<file path="src/rtl/serial_subtractor.sv">
// rtl/serial_subtractor.sv - bit-serial unsigned subtractor, LSB first, one bit per clock
module serial_subtractor #(
   parameter int WIDTH = 8
) (
   input  logic             i_clk,
   input  logic             i_rst,
   input  logic             i_start,
   input  logic [WIDTH-1:0] i_minuend,
   input  logic [WIDTH-1:0] i_subtrahend,
   output logic             o_busy,
   output logic             o_done,
   output logic [WIDTH-1:0] o_result,
   output logic             o_borrow
);

   localparam int CW = (WIDTH > 1) ? $clog2(WIDTH) : 1;

   typedef enum logic [1:0] {S_IDLE, S_RUN, S_DONE} state_t;

   state_t           state_q;
   logic [WIDTH-1:0] a_q, b_q, work_q, result_q;
   logic [WIDTH-1:0] work_d;
   logic             br_q, borrow_q;
   logic             diff_bit, br_d, last_bit;
   logic [CW-1:0]    cnt_q;

   always_comb begin
      diff_bit = a_q[0] ^ b_q[0] ^ br_q;
      br_d     = (~a_q[0] & b_q[0]) | (~(a_q[0] ^ b_q[0]) & br_q);
      work_d   = {diff_bit, work_q[WIDTH-1:1]};
      last_bit = (cnt_q == CW'(WIDTH - 1));
   end

   always_ff @(posedge i_clk or posedge i_rst) begin
      if (i_rst) begin
         state_q  <= S_IDLE;
         a_q      <= '0;
         b_q      <= '0;
         work_q   <= '0;
         result_q <= '0;
         br_q     <= 1'b0;
         borrow_q <= 1'b0;
         cnt_q    <= '0;
      end else begin
         case (state_q)
            S_IDLE, S_DONE: begin
               // DONE accepts a start too, so held i_start runs back-to-back
               if (i_start) begin
                  a_q     <= i_minuend;
                  b_q     <= i_subtrahend;
                  work_q  <= '0;
                  br_q    <= 1'b0;
                  cnt_q   <= '0;
                  state_q <= S_RUN;
               end else begin
                  state_q <= S_IDLE;
               end
            end
            S_RUN: begin
               a_q    <= a_q >> 1;
               b_q    <= b_q >> 1;
               br_q   <= br_d;
               work_q <= work_d;
               cnt_q  <= cnt_q + CW'(1);
               if (last_bit) begin
                  result_q <= work_d;
                  borrow_q <= br_d;
                  state_q  <= S_DONE;
               end
            end
            default: state_q <= S_IDLE;
         endcase
      end
   end

   assign o_busy   = (state_q == S_RUN);
   assign o_done   = (state_q == S_DONE);
   assign o_result = result_q;
   assign o_borrow = borrow_q;

endmodule

</file>
<file path="config.mk">
export PLATFORM = sky130hd
export DESIGN_NAME = serial_subtractor
export DESIGN_NICKNAME = d
export VERILOG_FILES = /design/src/rtl/serial_subtractor.sv
export SDC_FILE = /design/constraint.sdc
export NUM_CORES = 1
export LEC_CHECK = 0
export ABC_CLOCK_PERIOD_IN_PS = 1600
export CELL_PAD_IN_SITES_DETAIL_PLACEMENT = 2
export CELL_PAD_IN_SITES_GLOBAL_PLACEMENT = 2
export CORE_ASPECT_RATIO = 2
export CORE_MARGIN = 4
export CORE_UTILIZATION = 35
export DETAILED_ROUTE_END_ITERATION = 12
export MAX_ROUTING_LAYER = met4
export PLACE_DENSITY = 0.82
export SYNTH_ARGS = -nofsm -noshare
export SYNTH_HDL_FRONTEND = slang
export SYNTH_SLANG_ARGS = --single-unit
export TNS_END_PERCENT = 30
</file>
<file path="constraint.sdc">
create_clock -name i_clk -period 1.6 [get_ports i_clk]
set_input_delay 0.32 -clock i_clk [delete_from_list [all_inputs] [get_ports i_clk]]
set_output_delay 0.32 -clock i_clk [all_outputs]
set_load 0.005 [all_outputs]
</file>
==> impl_metrics.yaml <==
global_routing:
  grt_max_degree: 39
  grt_pass1_wl_um: 7090
  grt_usage_pct: 15.2
  grt_pass1_vias: 1399
  antenna_found_initial: 0
  grt_overflow: 0
critical_path:
  crit_family: "buffers and inverters"
  criticalPathCategory: "reg -> reg"
  worst_path_max_delay_cell: "dfrtp_2"
  cp_max_fo: 9
  worstSetupStartpointType: "register"
  cp_num_buf_inv: 3
  worst_path_largest_cell_delay_ns: 0.46
  crit_top_cell: "buf_4"
  cp.depth: 6
  worstPathRequired_ns: 1.78
  rr_worst_depth: 6
  worstSetupEndpointType: "register"
  crit_chain: "buf_4 -> buf_4 -> and2b_4 -> nor2_1 -> buf_6 -> a22o_1"
  reg2reg_slack_ns: 0.04
  arrival_ns: 1.74
power_and_ir_drop:
  design_power_total_mw: 4.53
  p_leak_nw: 0.994
  p_int_mw: 2.95
  switching_share_pct: 34.9
  p_comb_share_pct: 43.2
  pwr-share-clk_pct: 18.0
  seqPwrFrac_pct: 38.8
  peakVddDrop_mv: 1.06
  pwr_density_cell_mw_per_mm2: 2030
  netSwitchingPower_mw: 1.58
synthesis:
  yosysUniqueCellTypes: 28
  syn_area_sq_mm: 0.00173
  avgSynthCellArea_sq_um: 13.0
  synth-seq-area-share_pct: 55.0
  synth_ff_type: "dfrtp_1"
  ys_ff_latch: 38
  yosys_warnings: 0
  synthCells: 133
  ys_async_sr_fraction_pct: 100
  post-synth-top-area-fraction_pct: 55.0
  synth_edf_count: 0
  synth_area_leaders: "dfrtp_1 (55%), mux2_4 (6.1%), a22o_1 (5.6%), nor3_2 (5.2%), o22ai_1 (4.3%)"
  yosysTopAreaCell: "dfrtp_1"
  syn_nets: 155
clock_tree:
  insertion_delay_ns: 0.29
  clkTransAtPathRegs_ns: 0.08
  cts_tree: "yes"
  clock-root-buffer: "clkbuf_8"
  cts_hold_repair.buffers: 0
  cts_inserted_buffers: 5
  clock_path_buffers: 2
  cts.sinks: 38
  htree_levels: 2
placement:
  routabilityCongestion: 0.740
  dpl_cell_area_sq_mm: 0.00208
  dp_hpwl_um: 3060
  portBuffers: 29
layout:
  diodes: 0
  final_area_sq_mm: 0.00223
  multi_input_area_sq_um: 673
  areaGrowthSynthToFinish_pct: 29.1
  seqCellArea_sq_um: 952
  final.fill_count: 470
  fin_nets: 193
  fin_util_pct: 46.3
  drive_gt1_share_pct: 27.3
drt:
  wl_met2_um: 2390
  firstDrtPassIters: 4
  avgRoutedWirePerCell_um: 18.4
  avgViaCountPerCell: 5.21
  route.detailed.drc: 0
  drtIter0Drc: 18
  ant_nets: 0
  routed_wl_um: 4210
  drt-met1-wl_um: 1650
  via_count: 1192
  top_layer: "met4"
  wl_met3_um: 106
floorplan:
  core_sq_mm: 0.00482
  dieArea_sq_mm: 0.00620
  die_x_um: 57.7
  io_pins: 30
  start_util_pct: 35.9
  fp.dieH_um: 107
  num_rows: 36
flow_run:
  drv_cap: 0
timing:
  setup_violations: 0
  period_share_pct: 97.7
  finalMaxSlewViolations: 0
  max_freq_mhz: 640
  hold_viol: 0
  period_minus_slack_ns: 1.56
  skew_ns: 0.00648
  slew_headroom_pct: 82.8
  worst_pin_slew_ns: 0.257
run_status:
  outcome: "completed"
min_path:
  min_path_type: "in -> async"
power by group through the flow:
stage          combinational, mW  sequential, mW  clock, mW
3_5_place_dp                1.91            1.78          0
2_1_floorplan               1.36            1.67          0
4_1_cts                     1.97            1.76      0.835
5_1_grt                     2.17            1.83      0.878
6_report                    1.96            1.76      0.814
3_3_place_gp                1.77            1.73          0
metrics by stage:
stage          setup TNS [ns]  worst slack [ns]  cells  hold slack (ns)
6_report                    0            0.0373    229            0.380
2_1_floorplan               0             0.184    133            0.456
4_1_cts                     0            0.0110    229            0.385
3_3_place_gp                0            0.0671    219            0.467
3_5_place_dp          -0.0125           -0.0125    219            0.493
5_1_grt             -0.000217         -0.000217    229            0.389
cells by family (layout without fill, tap and decap cells):
family	Yosys count	count (layout)	synth area share [%]
adder cells (fa/ha/maj)	3	3	2.60
AO/OA/AOI/OAI	32	32	13.0
flip-flops	38	38	55.0
buffers and inverters	15	54	7.09
AND/OR/NAND/NOR	33	33	13.2
multiplexers	12	12	9.18
path summary, 6_finish.rpt:
| kind | from | to |
|---|---|---|
| max | state_q[0] | work_q[4] |
| min | i_rst | o_result[3] |
| max reg2reg | state_q[0] | work_q[4] |
| min reg2reg | cnt_q[0] | cnt_q[0] |
| max in group asynchronous | i_rst | state_q[0] |
| min in group i_clk | cnt_q[0] | cnt_q[0] |
per-layer routing:
metal  vias to the layer above  track usage, %
met5                         -               -
li1                        547               -
met1                       618            16.8
met4                         0            4.98
met3                         5            2.88
met2                        22            26.9
state kept, by name (all words and copies together), names as in the netlist:
signal    cells
b_q           8
br_q          1
a_q           8
work_q        7
o_result      8
o_borrow      1
cnt_q         3
state_q       2
repair_timing:
| item | 4_1_cts | 5_1_grt |
|---|---|---|
| setup endpoints to repair | 3 | 11 |
| gates resized for setup | 6 | 3 |
| setup buffers | 2 | 0 |
synth_stat cells, types with 2 or more instances:
master     n
a22o_1    11
o22ai_1   12
nand2b_4   2
nor2b_1    3
ha_1       2
buf_6      5
nor3_1     2
buf_2      2
mux2_2     3
buf_4      2
dfrtp_1   38
a211oi_1   2
mux2i_1    2
nor2_1    12
nor3_2     9
inv_1      4
o21ai_0    3
a21oi_1    3
mux2_4     7
worst min-delay path, stage by stage:
cell             delay (ns)
clkdlybuf4s50_1        0.39
inv_1                  0.09
buf_12                 0.23
layout by cell type (no fill, tap or decap), types with 2 or more instances in the layout:
| cell | count |
|---|---|
| o21ai_0 | 3 |
| mux2_4 | 7 |
| clkinvlp_4 | 2 |
| mux2_2 | 3 |
| nor3_1 | 2 |
| clkbuf_8 | 5 |
| nor2_1 | 12 |
| a21oi_1 | 3 |
| nor3_2 | 9 |
| mux2i_1 | 2 |
| a211oi_1 | 2 |
| clkdlybuf4s50_1 | 27 |
| buf_6 | 3 |
| dlygate4sd2_1 | 2 |
| a22o_1 | 11 |
| nand2b_4 | 2 |
| buf_4 | 8 |
| inv_1 | 4 |
| dfrtp_1 | 37 |
| nor2b_1 | 2 |
| ha_1 | 2 |
| o22ai_1 | 12 |
layout make-up:
type	count	share of cell area, %
Clock buffer	5	3.08
Clock inverter	3	2.02
Timing Repair Buffer	41	18.0
Multi-Input combinational cell	80	30.1
Sequential cell	38	42.6
Tap cell	57	3.19
Inverter	5	0.952
Note: power is estimated with default switching activity, not from simulation.
